### src/rtl/versatile_io_wb_hub_pkg.sv
// Shared types and helpers for the versatile I/O Wishbone hub: FSM encoding,
// local register offsets, STATUS bit positions and byte-lane steering.
package versatile_io_wb_hub_pkg;

    typedef enum logic [1:0] {
        ST_IDLE    = 2'd0,
        ST_CH_WAIT = 2'd1,
        ST_RESP    = 2'd2,
        ST_ERR     = 2'd3
    } hub_state_e;

    localparam logic [2:0] OFF_PEND   = 3'd0;
    localparam logic [2:0] OFF_MASK   = 3'd1;
    localparam logic [2:0] OFF_STATUS = 3'd2;

    localparam int STAT_TIMEOUT_BIT = 0;
    localparam int STAT_DECERR_BIT  = 1;

    function automatic logic sel_onehot(input logic [3:0] sel);
        return (sel == 4'b0001) || (sel == 4'b0010) ||
               (sel == 4'b0100) || (sel == 4'b1000);
    endfunction

    // Only meaningful for a one-hot sel; anything else is rejected before use.
    function automatic logic [7:0] steer_byte(input logic [31:0] dat, input logic [3:0] sel);
        logic [7:0] b;
        case (sel)
            4'b0001: b = dat[7:0];
            4'b0010: b = dat[15:8];
            4'b0100: b = dat[23:16];
            4'b1000: b = dat[31:24];
            default: b = 8'h00;
        endcase
        return b;
    endfunction

endpackage

### src/rtl/versatile_io_irq_ctrl.sv
// Interrupt aggregator: rising-edge capture into sticky PEND bits (set beats
// same-cycle write-1-to-clear), a MASK register and a registered irq output.
module versatile_io_irq_ctrl #(
    parameter int NCH = 4
) (
    input  logic           clk,
    input  logic           rst,
    input  logic [NCH-1:0] ch_irq_i,
    input  logic [NCH-1:0] pend_clr_i,
    input  logic           mask_we_i,
    input  logic [NCH-1:0] mask_dat_i,
    output logic [NCH-1:0] pend_o,
    output logic [NCH-1:0] mask_o,
    output logic           irq_o
);

    logic [NCH-1:0] irq_d_r;
    logic [NCH-1:0] pend_r;
    logic [NCH-1:0] mask_r;
    logic           irq_r;

    // Edge detect, pending/mask registers and aggregated interrupt
    always_ff @(posedge clk) begin
        if (rst) begin
            irq_d_r <= {NCH{1'b0}};
            pend_r  <= {NCH{1'b0}};
            mask_r  <= {NCH{1'b0}};
            irq_r   <= 1'b0;
        end else begin
            irq_d_r <= ch_irq_i;
            pend_r  <= (pend_r & ~pend_clr_i) | (ch_irq_i & ~irq_d_r);
            if (mask_we_i) begin
                mask_r <= mask_dat_i;
            end else begin
                mask_r <= mask_r;
            end
            irq_r   <= |(pend_r & mask_r);
        end
    end

    assign pend_o = pend_r;
    assign mask_o = mask_r;
    assign irq_o  = irq_r;

endmodule

### src/rtl/versatile_io_wb_hub.sv
// Wishbone B4 pipelined slave hub: decodes byte-wide peripheral channels plus a
// local register block, with registered responses, timeout and IRQ aggregation.
module versatile_io_wb_hub
    import versatile_io_wb_hub_pkg::*;
#(
    parameter int          NCH      = 4,
    parameter int          CS_HI    = 31,
    parameter int          CS_LO    = 8,
    parameter logic [31:0] BASE_ADR = 32'h9000_0000,
    parameter int          IDX_HI   = 5,
    parameter int          IDX_LO   = 3,
    parameter int          TIMEOUT  = 15
) (
    input  logic             wbs_clk,
    input  logic             wbs_rst,
    input  logic [31:0]      wbs_dat_i,
    input  logic [31:0]      wbs_adr_i,
    input  logic [3:0]       wbs_sel_i,
    input  logic             wbs_we_i,
    input  logic             wbs_stb_i,
    input  logic             wbs_cyc_i,
    output logic [31:0]      wbs_dat_o,
    output logic             wbs_ack_o,
    output logic             wbs_err_o,
    output logic             wbs_stall_o,
    output logic [NCH-1:0]   ch_cyc_o,
    output logic [NCH-1:0]   ch_stb_o,
    output logic             ch_we_o,
    output logic [2:0]       ch_adr_o,
    output logic [7:0]       ch_dat_o,
    input  logic [8*NCH-1:0] ch_dat_i,
    input  logic [NCH-1:0]   ch_ack_i,
    input  logic [NCH-1:0]   ch_irq_i,
    output logic             irq_o
);

    hub_state_e     state_r, state_n;
    logic [2:0]     idx_r, off_r;
    logic           we_r;
    logic [7:0]     wr_byte_r;
    logic [7:0]     cnt_r, cnt_n;
    logic [1:0]     status_r;
    logic [NCH-1:0] stb_r, stb_n;
    logic           ack_r, err_r, stall_r;
    logic [31:0]    dat_r, dat_n;

    logic           acc_s, dec_err_s, loc_s;
    logic [2:0]     in_idx_s;
    logic [7:0]     in_byte_s, loc_rd_s, sel_byte_s;
    logic [NCH-1:0] in_hot_s;
    logic           sel_ack_s;
    logic           set_to_s, set_de_s, loc_wr_s;
    logic [1:0]     status_clr_s, status_set_s;
    logic [NCH-1:0] pend_s, mask_s, pend_clr_s;
    logic           adr_unused_s;

    assign in_idx_s  = wbs_adr_i[IDX_HI:IDX_LO];
    assign in_byte_s = steer_byte(wbs_dat_i, wbs_sel_i);
    assign acc_s     = (state_r == ST_IDLE) && wbs_cyc_i && wbs_stb_i &&
                       (wbs_adr_i[CS_HI:CS_LO] == BASE_ADR[CS_HI:CS_LO]);
    assign dec_err_s = !sel_onehot(wbs_sel_i) || (in_idx_s > 3'(NCH));
    assign loc_s     = (in_idx_s == 3'(NCH));
    assign adr_unused_s = ^wbs_adr_i;

    // Channel decode of the incoming index and mux of the latched channel's ack/data
    always_comb begin
        sel_ack_s  = 1'b0;
        sel_byte_s = 8'h00;
        in_hot_s   = {NCH{1'b0}};
        for (int i = 0; i < NCH; i++) begin
            in_hot_s[i] = (in_idx_s == 3'(i));
            sel_ack_s   = sel_ack_s | (ch_ack_i[i] & (idx_r == 3'(i)));
            sel_byte_s  = sel_byte_s | (ch_dat_i[8*i +: 8] & {8{idx_r == 3'(i)}});
        end
    end

    // Local register read mux; unmapped offsets read as zero
    always_comb begin
        loc_rd_s = 8'h00;
        case (wbs_adr_i[2:0])
            OFF_PEND:   loc_rd_s = 8'(pend_s);
            OFF_MASK:   loc_rd_s = 8'(mask_s);
            OFF_STATUS: loc_rd_s = 8'(status_r);
            default:    loc_rd_s = 8'h00;
        endcase
    end

    // Next-state logic; response data and status events are decided here
    always_comb begin
        state_n  = state_r;
        stb_n    = stb_r;
        cnt_n    = cnt_r;
        dat_n    = 32'h0000_0000;
        set_to_s = 1'b0;
        set_de_s = 1'b0;
        loc_wr_s = 1'b0;
        case (state_r)
            ST_IDLE: begin
                stb_n = {NCH{1'b0}};
                cnt_n = 8'h00;
                if (acc_s && dec_err_s) begin
                    state_n  = ST_ERR;
                    set_de_s = 1'b1;
                end else if (acc_s && loc_s) begin
                    state_n  = ST_RESP;
                    loc_wr_s = wbs_we_i;
                    dat_n    = wbs_we_i ? 32'h0000_0000 : {4{loc_rd_s}};
                end else if (acc_s) begin
                    state_n = ST_CH_WAIT;
                    stb_n   = in_hot_s;
                end else begin
                    state_n = ST_IDLE;
                end
            end
            ST_CH_WAIT: begin
                if (!wbs_cyc_i) begin
                    state_n = ST_IDLE;
                    stb_n   = {NCH{1'b0}};
                end else if (sel_ack_s) begin
                    state_n = ST_RESP;
                    stb_n   = {NCH{1'b0}};
                    dat_n   = we_r ? 32'h0000_0000 : {4{sel_byte_s}};
                end else if (cnt_r == 8'(TIMEOUT - 1)) begin
                    state_n  = ST_ERR;
                    stb_n    = {NCH{1'b0}};
                    set_to_s = 1'b1;
                end else begin
                    cnt_n = cnt_r + 8'd1;
                end
            end
            ST_RESP, ST_ERR: begin
                state_n = ST_IDLE;
                stb_n   = {NCH{1'b0}};
            end
            default: begin
                state_n = ST_IDLE;
                stb_n   = {NCH{1'b0}};
            end
        endcase
    end

    // STATUS sticky-set / write-1-to-clear terms
    always_comb begin
        status_set_s                   = 2'b00;
        status_set_s[STAT_TIMEOUT_BIT] = set_to_s;
        status_set_s[STAT_DECERR_BIT]  = set_de_s;
        status_clr_s = (loc_wr_s && (wbs_adr_i[2:0] == OFF_STATUS)) ? in_byte_s[1:0] : 2'b00;
    end

    assign pend_clr_s = (loc_wr_s && (wbs_adr_i[2:0] == OFF_PEND)) ? in_byte_s[NCH-1:0] : {NCH{1'b0}};

    // State, request latch, status and registered bus outputs
    always_ff @(posedge wbs_clk) begin
        if (wbs_rst) begin
            state_r   <= ST_IDLE;
            idx_r     <= 3'd0;
            off_r     <= 3'd0;
            we_r      <= 1'b0;
            wr_byte_r <= 8'h00;
            cnt_r     <= 8'h00;
            status_r  <= 2'b00;
            stb_r     <= {NCH{1'b0}};
            ack_r     <= 1'b0;
            err_r     <= 1'b0;
            stall_r   <= 1'b0;
            dat_r     <= 32'h0000_0000;
        end else begin
            state_r  <= state_n;
            cnt_r    <= cnt_n;
            stb_r    <= stb_n;
            status_r <= (status_r & ~status_clr_s) | status_set_s;
            ack_r    <= (state_n == ST_RESP);
            err_r    <= (state_n == ST_ERR);
            stall_r  <= (state_n != ST_IDLE);
            dat_r    <= dat_n;
            if (acc_s) begin
                idx_r     <= in_idx_s;
                off_r     <= wbs_adr_i[2:0];
                we_r      <= wbs_we_i;
                wr_byte_r <= in_byte_s;
            end else begin
                idx_r     <= idx_r;
                off_r     <= off_r;
                we_r      <= we_r;
                wr_byte_r <= wr_byte_r;
            end
        end
    end

    versatile_io_irq_ctrl #(.NCH(NCH)) u_irq (
        .clk        (wbs_clk),
        .rst        (wbs_rst),
        .ch_irq_i   (ch_irq_i),
        .pend_clr_i (pend_clr_s),
        .mask_we_i  (loc_wr_s && (wbs_adr_i[2:0] == OFF_MASK)),
        .mask_dat_i (in_byte_s[NCH-1:0]),
        .pend_o     (pend_s),
        .mask_o     (mask_s),
        .irq_o      (irq_o)
    );

    assign wbs_dat_o   = dat_r;
    assign wbs_ack_o   = ack_r;
    assign wbs_err_o   = err_r;
    assign wbs_stall_o = stall_r;
    assign ch_cyc_o    = stb_r;
    assign ch_stb_o    = stb_r;
    assign ch_we_o     = we_r;
    assign ch_adr_o    = off_r;
    assign ch_dat_o    = wr_byte_r;

endmodule

### config.mk
export PLATFORM = sky130hd
export DESIGN_NAME = versatile_io_wb_hub
export DESIGN_NICKNAME = d
export VERILOG_FILES = /design/src/rtl/versatile_io_wb_hub_pkg.sv /design/src/rtl/versatile_io_irq_ctrl.sv /design/src/rtl/versatile_io_wb_hub.sv
export SDC_FILE = /design/constraint.sdc
export NUM_CORES = 1
export LEC_CHECK = 0
export BUFFER_PORTS_ARGS = -buffer_cell sky130_fd_sc_hd__buf_2
export CAP_MARGIN = 20
export CORE_ASPECT_RATIO = 0.75
export CORE_MARGIN = 5
export CORE_UTILIZATION = 35
export DETAILED_ROUTE_END_ITERATION = 16
export PLACE_DENSITY = 0.71
export SYNTH_ARGS = -nofsm -noshare
export SYNTH_HDL_FRONTEND = slang
export SYNTH_HIERARCHICAL = 1
export SYNTH_SLANG_ARGS = --single-unit
### constraint.sdc
create_clock -name wbs_clk -period 1.83 [get_ports wbs_clk]
set_input_delay 0.183 -clock wbs_clk [delete_from_list [all_inputs] [get_ports wbs_clk]]
set_output_delay 0.183 -clock wbs_clk [all_outputs]
set_load 0.005 [all_outputs]
==> results of run 1 <==
-- state kept, by name, indices dropped and copies added (netlist names), 3 cells and up --
| signal | count |
|---|---|
| ch_dat_o | 8 |
| cnt_r | 8 |
| wbs_dat_o | 8 |
| ch_cyc_o | 4 |
| u_irq/irq_d_r | 4 |
| u_irq/mask_o | 4 |
| u_irq/pend_o | 4 |
| ch_adr_o | 3 |
| idx_r | 3 |
-- placed cells by master, fill, tap and decap left out, types with 5 or more instances in the layout --
cell / n
buf_2: 166
dfxtp_1: 53
buf_4: 39
nor2_1: 35
nand2_1: 27
a21oi_1: 21
a22oi_1: 12
nand2b_1: 10
mux4_2: 9
nor2b_1: 8
inv_1: 8
nand3_1: 8
mux2i_1: 8
and2_1: 6
nor4_1: 6
o21ai_0: 6
a211oi_1: 6
a22o_1: 5
clkbuf_16: 5
-- cell families after synthesis --
kind of cell    count (synthesis)  share of synthesized area (%)
buf+inv                        55                           11.2
flops                          55                           36.3
xor+xnor                        5                           1.44
mux                            17                           9.32
simple gates                  133                           24.5
fa+ha+maj                       2                          0.825
compound gates                 71                           16.5
-- power groups by stage --
stage	Sequential, W	Combinational, W	Clock [W]
3_3_place_gp	0.00124	0.000306	0
5_1_grt	0.00122	0.000352	0.00118
4_1_cts	0.00121	0.000314	0.00112
6_report	0.00122	0.000317	0.00109
2_1_floorplan	0.00124	0.000122	0
3_5_place_dp	0.00124	0.000313	0
-- worst min-delay path by stage --
| stage | cells past startpoint | to | startpoint |
|---|---|---|---|
| final | 2 | u_irq/irq_d_r[3]$_SDFF_PP0_ | ch_irq_i[3] |
| after global routing | 2 | u_irq/irq_d_r[2]$_SDFF_PP0_ | ch_irq_i[2] |
| after CTS | 2 | u_irq/irq_d_r[1]$_SDFF_PP0_ | ch_irq_i[1] |
| after detailed placement | 2 | u_irq/irq_d_r[2]$_SDFF_PP0_ | ch_irq_i[2] |
| after global placement | 2 | u_irq/irq_d_r[1]$_SDFF_PP0_ | ch_irq_i[1] |
| after floorplan | 1 | u_irq/irq_d_r[0]$_SDFF_PP0_ | wbs_rst |
-- through the flow --
stage	TNS [ns]	hold slack (ns)	cells	setup slack [ns]
after CTS	-0.260	0.111	613	-0.0707
final	-0.342	0.110	615	-0.0966
after floorplan	-0.0464	0.255	338	-0.0375
after global routing	-1.72	0.113	615	-0.244
after detailed placement	-4.32	0.424	604	-0.361
after global placement	-4.28	0.414	604	-0.302
-- repair_timing --
action,4_1_cts,5_1_grt
cloned,0,1
resized for setup,1,7
pin swaps,3,6
buffers inserted,1,1
endpoints found under the setup margin,9,17
-- routing by layer --
| metal | vias up | routed length (um) | track usage, % |
|---|---|---|---|
| met2 | 155 | 4290 | 28.8 |
| met3 | 6 | 917 | 6.07 |
| li1 | 1529 | - | - |
| met1 | 1398 | 4170 | 22.7 |
| met5 | - | 0 | 0 |
| met4 | 0 | 81 | 3.44 |
-- cell type report --
type,instances,area (sq um)
clock inverter,3,43.8
multi-input combinational,229,1660
timing repair buffer,206,1130
inverter,9,33.8
tap,108,135
fill,797,4220
sequential,55,1100
clock buffer,5,125
-- critical path, delay by kind of cell, from the launching register on --
family / cells / cell delay, ns
buffers and inverters: 1 / 0.14
AOI/OAI and AO/OA: 1 / 0.06
DFF: 1 / 0.32
and+or+nand+nor: 6 / 1.30
==> qor.yml, run 1 <==
final_layout:
  design_area_sq_mm: 0.00424
  fin_util_pct: 50.1
  area_growth_syn_to_layout_pct: 39.6
  drive_gt1_share_pct: 48.7
  fin_nets: 621
  antenna-diode-count: 0
timing:
  period_needed_ns: 1.93
  final-setup-viol-count: 4
  drv_slew: 0
  rsz0062_at_grt: "true"
  hold_violations: 0
  worstMarginPinSlew_ns: 0.536
  fin_ws_ns: -0.0966
  max_freq_mhz: 519
  relSlewSlack_pct: 63.9
  fin_crit_sh_pct: 105
  skew_ns: 0.00622
logic_synthesis:
  syn_area_per_cell_sq_um: 8.98
  yosys_register_bits: 55
  ys_types: 52
  synth_ff_type: "dfxtp_1"
  synth_enable_flop_cells: 0
  synth_most_common_cell: "dfxtp_1"
  syn_nets: 453
  ys_async_sr_fraction_pct: 0
  synthTopCellsByArea: "dfxtp_1, buf_4, mux4_2"
  synth.top_cell.area_share_pct: 36.3
  synth_top_area_cell: "dfxtp_1"
  netlist_area_sq_mm: 0.00303
  ys.warnings.count: 6
  syn_inst: 338
  netlist_top_cells_count: "dfxtp_1, nor2_1, buf_4, nand2_1, a21oi_1"
  yosysSeqAreaShare_pct: 36.3
setup_path:
  slowest_stage: "or4_4"
  cp_max_fo: 4
  cp.required_ns: 2.02
  worstSetupStartpoint: "state_r[1]$_SDFF_PP0_"
  rr_worst_depth: 8
  worst_setup_path_start_kind: "register"
  end_kind: "register"
  r2r_start: "state_r[1]$_SDFF_PP0_"
  rrSetupSlack_ns: -0.1
  critPathCapture: "u_irq/pend_o[0]$_SDFF_PP0_"
  crit_chain: "nor4b_2 > nand4_1 > or2_1 > buf_4 > or4_4 > nor2_2 > nand2b_4 > a21oi_1"
  critPathKind: "register to register"
  crit_arrival_ns: 2.11
  max_stage_delay_ns: 0.45
  r2r_end: "u_irq/pend_o[0]$_SDFF_PP0_"
die:
  die_h_um: 90.6
  fp.dieW_um: 118
  initial_core_util_pct: 35.9
  io_pins: 169
  die_area_sq_mm: 0.0107
  coreArea_sq_mm: 0.00845
  row_count: 29
global_routing:
  overflow: 0
  antenna_found_initial: 0
  grt.total_usage_pct: 17.6
  grt_pass1_vias: 3187
  grt_pass1_wl_um: 15600
  grt_max_degree: 23
placement:
  dpl-instance-area_sq_mm: 0.00401
  dp_hpwl_um: 7830
  io_buffers: 166
  gp_congestion: 0.869
clock_network:
  clockBufferDepth: 2
  ctsHoldBuffers: 0
  clock_latency_ns: 0.30
  cts-htree-levels: 2
  cts_tree: "done"
  cts_buffers: 5
  cts.sinks: 55
  clkTransAtPathRegs_ns: 0.07
  cts-root-buf: "clkbuf_16"
detailed_routing:
  avgViaCountPerCell: 5.02
  first_pass_iters: 4
  route.vias.total: 3088
  routedWlPerCell_um: 15.4
  drtIter0Drc: 148
  antenna_left: 0
  drc: 0
  wl_um: 9460
power_and_ir_drop:
  p_int_w: 0.00203
  pwr-share-clk_pct: 41.6
  vdd_drop_max_v: 0.000335
  pwr-share-comb_pct: 12.1
  p_leak_nw: 1.93
  switching_share_pct: 22.8
  cellPowerDensity_mw_per_mm2: 620
  fin_total_pwr_w: 0.00263
  p_sw_w: 0.000599
  power_frac_seq_pct: 46.3
hold_path:
  hold_class: "input port to register"
flow_run:
  maxCapViolations: 0
run_status:
  violations: "setup timing"
  status: "finished with violations"
Power figures use the tool's default switching activity.
==> run 2, diff against run 1 <==
SKIP_CTS_REPAIR_TIMING = 1   (was unset)
==> run 2 against run 1 <==
Compared with the run above:
- the run still ends with setup timing left
- combinational power barely moved
- setup slack improved by 0.086 ns
- via count rose by 1.0%
- sequential share of layout area barely moved
- largest power group unchanged
==> qor.yml, run 2 (synthesis gave the netlist of run 1 again) <==
run_status:
  status: "finished with violations"
  violations: "setup timing"
timing:
  worstMarginPinSlew_ns: 0.514  # -0.0221 ns
  period_needed_ns: 1.84  # -0.0864 ns
  setup_tns_ns: -0.0163  # +0.326 ns
  rsz0062_at_grt: "true"
  fin_crit_sh_pct: 101  # -4.7 points
  hold_violations: 0  # unchanged
  final-setup-viol-count: 3  # -1
  drv_slew: 0  # unchanged
  fin_ws_ns: -0.0101  # +0.0864 ns
  skew_ns: 0.00710  # +0.000875 ns
  max_freq_mhz: 543  # +4.7%
  relSlewSlack_pct: 65.4  # +1.5 points
  holdWs_ns: 0.112  # +0.00165 ns
final_layout:
  area_growth_syn_to_layout_pct: 39.5  # about the same
  fin_nets: 621  # unchanged
  layout_commonest_cell: "buf_2"
  drive_gt1_share_pct: 48.3  # -0.39 points
  seq_area_sq_mm: 0.00110  # unchanged
  fillCellCount: 797  # unchanged
  multi_input_area_sq_mm: 0.00166  # -0.23%
  final_cells: 615  # unchanged
  antenna-diode-count: 0  # unchanged
  final_cell_mix: "buf_2, dfxtp_1, buf_4, nor2_1, nand2_1"
  fin_util_pct: 50.1  # about the same
clock_network:
  cts_buffers: 5  # unchanged
  clockBufferDepth: 2  # unchanged
  cts-htree-levels: 2  # unchanged
  cts_tree: "done"
  cts.sinks: 55  # unchanged
  cts-root-buf: "clkbuf_16"
  clkTransAtPathRegs_ns: 0.07  # about the same
  clock_latency_ns: 0.30  # about the same
detailed_routing:
  first_pass_iters: 4  # unchanged
  drc: 0  # unchanged
  routedWlPerCell_um: 15.5  # +0.74%
  wl_um: 9530  # +0.74%
  antenna_left: 0  # unchanged
  drtIter0Drc: 164  # +11%
  avgViaCountPerCell: 5.07  # +1.0%
  route.vias.total: 3119  # +1.0%
global_routing:
  grt_use_met1_pct: 22.6  # -0.038 points
  grt_max_degree: 23  # unchanged
  met2_usage_pct: 28.8  # unchanged
  grt_pass1_wl_um: 15500  # -0.35%
  met3_usage_pct: 6.07  # unchanged
  grt.total_usage_pct: 17.6  # about the same
  overflow: 0  # unchanged
  antenna_found_initial: 0  # unchanged
  top_usage_layer: "met2"
  grt_pass1_vias: 3194  # +0.22%
setup_path:
  cp.required_ns: 2.02  # about the same
  critPathKind: "register to register"
  end_kind: "register"
  cp_max_fo: 4  # unchanged
  crit_arrival_ns: 2.03  # -0.08 ns
  worst_setup_path_start_kind: "register"
  rrSetupSlack_ns: -0.01  # +0.09 ns
die:
  io_pins: 169  # unchanged
  die_h_um: 90.6  # unchanged
  row_count: 29  # unchanged
  fp.dieW_um: 118  # unchanged
  coreArea_sq_mm: 0.00845  # unchanged
  initial_core_util_pct: 35.9  # unchanged
  die_area_sq_mm: 0.0107  # unchanged
power_and_ir_drop:
  fin_total_pwr_w: 0.00262  # -0.19%
  vdd_drop_max_v: 0.000334  # -0.44%
  cellPowerDensity_mw_per_mm2: 619  # -0.10%
  p_leak_nw: 1.93  # about the same
placement:
  gp_congestion: 0.869  # unchanged
  io_buffers: 166  # unchanged
  dp_hpwl_um: 7830  # unchanged
  dp_cells: 604  # unchanged
flow_run:
  maxCapViolations: 0  # unchanged
hold_path:
  hold_class: "input port to register"
## run 2: changes by cell type in the layout (fill, tap and decap cells not counted)
cell      before  now
and3_1         1    2
nand2b_4       2    1
nor2_4         0    1
nor2_2         3    2
and3_2         1    0
nand2b_1      10   11
## run 2: stage by stage
step                      worst slack (ns)  area (sq um)
after floorplan                    -0.0375          3080
after global placement              -0.302          4010
after detailed placement            -0.361          4010
after CTS                           -0.105          4180
after global routing                -0.147          4230
final                              -0.0101          4230
## run 2: path summary, 6_finish.rpt
check / endpoint / start / cells after the start
worst max-delay path: u_irq/pend_o[0]$_SDFF_PP0_ / state_r[1]$_SDFF_PP0_ / 7
worst min register to register: ch_adr_o[2]$_SDFFE_PP0N_ / ch_adr_o[2]$_SDFFE_PP0N_ / 2
worst max register to register: u_irq/pend_o[0]$_SDFF_PP0_ / state_r[1]$_SDFF_PP0_ / 7
worst min-delay path: u_irq/irq_d_r[3]$_SDFF_PP0_ / ch_irq_i[3] / 2
## run 2: layout make-up
| cell class | instances | share of cell area [%] |
|---|---|---|
| Inverter | 9 | 0.798 |
| Clock buffer | 5 | 2.96 |
| Sequential cell | 55 | 26.1 |
| Clock inverter | 3 | 1.03 |
| Tap cell | 108 | 3.19 |
| Timing Repair Buffer | 206 | 26.8 |
| Multi-Input combinational cell | 229 | 39.1 |
## run 2: layer usage
layer	vias up	wire (um)
li1	1526	-
met1	1413	4050
met2	174	4360
met3	6	1030
met4	0	81
met5	-	0
## run 2: worst max-delay path: stages, from the launching register on
cell and delay [ns]:
dfxtp_2 0.32, nor4b_2 0.24, nand4_1 0.15, or2_1 0.29, or4_4 0.47, nor2_4 0.10, nand2b_4 0.12, a21oi_1 0.06
## run 2: report_power, final
part	leakage, nW	total (W)	internal (W)	switching [W]
Combinational	1.40	0.000318	0.000174	0.000144
Sequential	0.446	0.00122	0.00121	0.00000813
Clock	0.0838	0.00109	0.000646	0.000443
==> run 3, diff against run 2 <==
CTS_BUF_LIST = sky130_fd_sc_hd__clkbuf_4 sky130_fd_sc_hd__clkbuf_8   (was unset)
SYNTH_HIERARCHICAL = unset   (was 1)
==> run 3 against run 2 <==
Compared with the run above:
- the flow now finishes without violations
- die area is 2.5% higher
- combinational power is 3% lower
- via count is 0.26% higher
- setup slack better by 0.10 ns
- sequential cell count stayed put
- wire length is 2.2% lower
- core utilization is 1.2 points lower
- non-clock buffer count is 6 lower
- critical endpoint is now cnt_r[3]$_SDFFE_PP0P_
- clock skew is 0.0070 ns higher
- critical path type unchanged
- largest cell class unchanged
- synthesized cell count is 1.5% higher
- hold slack worse by 0.022 ns
==> qor.yml, run 3 <==
detailed_routing:
  antenna_left: 0  # unchanged
  wl_um: 9320  # -2.2%
  first_pass_iters: 4  # unchanged
  drc: 0  # unchanged
  routedWlPerCell_um: 15.2  # -1.5%
  route.vias.total: 3127  # +0.26%
  avgViaCountPerCell: 5.12  # +0.91%
  drtIter0Drc: 138  # -16%
logic_synthesis:
  syn_inst: 343  # +1.5%
  netlist_top_cells_count: "dfxtp_1, a21oi_1, buf_4, nand2_1, nor2_1"
  synth_enable_flop_cells: 0  # unchanged
  synth_most_common_cell: "dfxtp_1"
  syn_nets: 458  # +1.1%
  yosys_register_bits: 55  # unchanged
  netlist_area_sq_mm: 0.00312  # +2.7%
  ys_types: 60  # +15%
  yosysSeqAreaShare_pct: 35.3  # -0.96 points
  synth_ff_type: "dfxtp_1"
  synthTopCellsByArea: "dfxtp_1, buf_4, mux4_1"
  ys.warnings.count: 0  # -6
  synth.top_cell.area_share_pct: 35.3  # -0.96 points
  ys_async_sr_fraction_pct: 0  # unchanged
  syn_area_per_cell_sq_um: 9.09  # +1.2%
  synth_top_area_cell: "dfxtp_1"
die:
  coreArea_sq_mm: 0.00856  # +1.3%
  io_pins: 169  # unchanged
  initial_core_util_pct: 36.4  # +0.51 points
  row_count: 29  # unchanged
  die_h_um: 91.7  # +1.2%
  die_area_sq_mm: 0.0109  # +2.5%
  fp.dieW_um: 119  # +1.2%
final_layout:
  fin_nets: 617  # -0.64%
  area_growth_syn_to_layout_pct: 34.2
  final_cells: 611  # -0.65%
  final_cell_mix: "buf_2, dfxtp_1, buf_4, a21oi_1, nand2_1"
  antenna-diode-count: 0  # unchanged
  drive_gt1_share_pct: 47.3  # -1.0 points
  layout_commonest_cell: "buf_2"
setup_path:
  critPathKind: "register to register"
  worst_setup_path_start_kind: "register"
  end_kind: "register"
  crit_arrival_ns: 1.99  # -0.04 ns
  cp.required_ns: 2.09  # +0.07 ns
  cp_max_fo: 10  # +6
power_and_ir_drop:
  pwr-share-clk_pct: 32.2  # -9.3 points
  p_sw_w: 0.000559  # -6.0%
  pwr-share-comb_pct: 13.7  # +1.6 points
  p_leak_nw: 1.85  # -4.4%
  p_int_w: 0.00168  # -17%
  cellPowerDensity_mw_per_mm2: 536  # -13%
  power_frac_seq_pct: 54.1  # +7.7 points
  vdd_drop_max_v: 0.000300  # -10%
  switching_share_pct: 24.9  # +2.2 points
timing:
  final-setup-viol-count: 0  # -3
  skew_ns: 0.0141  # +0.00704 ns
  fin_crit_sh_pct: 94.9  # -5.6 points
  holdWs_ns: 0.0894  # -0.0223 ns
  max_freq_mhz: 576  # +6.0%
  relSlewSlack_pct: 73.8  # +8.4 points
  hold_violations: 0  # unchanged
  worstMarginPinSlew_ns: 0.394  # -0.121 ns
  drv_slew: 0  # unchanged
  period_needed_ns: 1.74  # -0.103 ns
  rsz0062_at_grt: "false"
global_routing:
  met3_usage_pct: 3.87  # -2.2 points
  met2_usage_pct: 27.2  # -1.6 points
  grt_use_met1_pct: 21.7  # -0.89 points
  antenna_found_initial: 0  # unchanged
  grt.total_usage_pct: 16.3  # -1.3 points
  grt_pass1_wl_um: 14900  # -4.2%
  overflow: 0  # unchanged
  top_usage_layer: "met2"
  grt_pass1_vias: 3112  # -2.6%
  grt_max_degree: 38  # +65%
clock_network:
  clockBufferDepth: 2  # unchanged
  cts-root-buf: "clkbuf_8"
  cts-htree-levels: 2  # unchanged
  cts_tree: "done"
  clock_latency_ns: 0.32  # +0.02 ns
  cts.sinks: 55  # unchanged
  cts_buffers: 5  # unchanged
  clkTransAtPathRegs_ns: 0.11  # +0.04 ns
placement:
  dp_cells: 602  # -0.33%
  io_buffers: 166  # unchanged
  gp_congestion: 0.880  # +1.3%
  dp_hpwl_um: 7620  # -2.7%
run_status:
  status: "finished clean"
flow_run:
  maxCapViolations: 0  # unchanged
hold_path:
  hold_class: "input port to register"
-- run 3: changes by cell type in the layout (fill, tap and decap cells not counted), moves of 7 or more --
cell,change
nor2_1,-16
mux4_1,+8
mux4_2,-8
o21ai_0,+8
buf_4,-7
-- run 3: path summary, 6_finish.rpt --
kind	slack (ns)	cells after the start	to	from
worst max-delay path	0.09	5	cnt_r[3]$_SDFFE_PP0P_	idx_r[0]$_SDFFE_PP0N_
worst min-delay path	0.09	2	u_irq.irq_d_r[2]$_SDFF_PP0_	ch_irq_i[2]
worst max register to register	0.09	5	cnt_r[3]$_SDFFE_PP0P_	idx_r[0]$_SDFFE_PP0N_
worst min register to register	0.46	2	ch_adr_o[2]$_SDFFE_PP0N_	ch_adr_o[2]$_SDFFE_PP0N_
-- run 3: layout make-up --
| class | instances | area, sq um |
|---|---|---|
| timing repair buffer | 200 | 1090 |
| multi-input combinational | 233 | 1730 |
| sequential | 55 | 1100 |
| fill | 819 | 4380 |
| inverter | 7 | 26.3 |
| clock buffer | 6 | 82.6 |
| clock inverter | 2 | 16.3 |
| tap | 108 | 135 |
-- run 3: metrics by stage --
stage / util (%) / setup WS [ns] / power [W] / area, sq um / TNS (ns)
after global placement: 46.9 / -0.00868 / 0.00153 / 4020 / -0.00868
after detailed placement: 46.9 / -0.0576 / 0.00154 / 4020 / -0.133
after CTS: 48.1 / -0.0639 / 0.00226 / 4120 / -0.148
after floorplan: - / 0.00521 / 0.00137 / 3120 / 0
after global routing: 48.9 / 0.00309 / 0.00235 / 4180 / 0
final: 48.9 / 0.0933 / 0.00224 / 4180 / 0
-- run 3: kinds of logic after synthesis --
| family | Yosys count | synth area share, % |
|---|---|---|
| and+or+nand+nor | 129 | 24.9 |
| muxes | 15 | 9.43 |
| AOI/OAI and AO/OA | 85 | 18.1 |
| adders and majority gates | 2 | 0.803 |
| DFF | 55 | 35.3 |
| xor gates and xnor gates | 2 | 0.562 |
| buffers and inverters | 55 | 10.9 |
-- run 3: power by group through the flow --
stage,Sequential (W),Combinational (W),Clock [W]
finish,0.00121,0.000308,0.000723
global placement,0.00124,0.000294,0
global route,0.00121,0.000340,0.000793
floorplan,0.00124,0.000129,0
CTS,0.00121,0.000304,0.000745
detailed placement,0.00124,0.000302,0
-- run 3: worst max-delay path: stages, from the launching register on --
cell     delay [ns]
dfxtp_2        0.35
mux4_2         0.54
nand2_4        0.12
a31oi_4        0.14
or3_1          0.38
a21oi_1        0.15
-- run 3: metal layers --
metal  up-vias  wire [um]
met2       109       4420
li1       1559          -
met4         0         44
met3         5        639
met1      1454       4220
met5         -          0
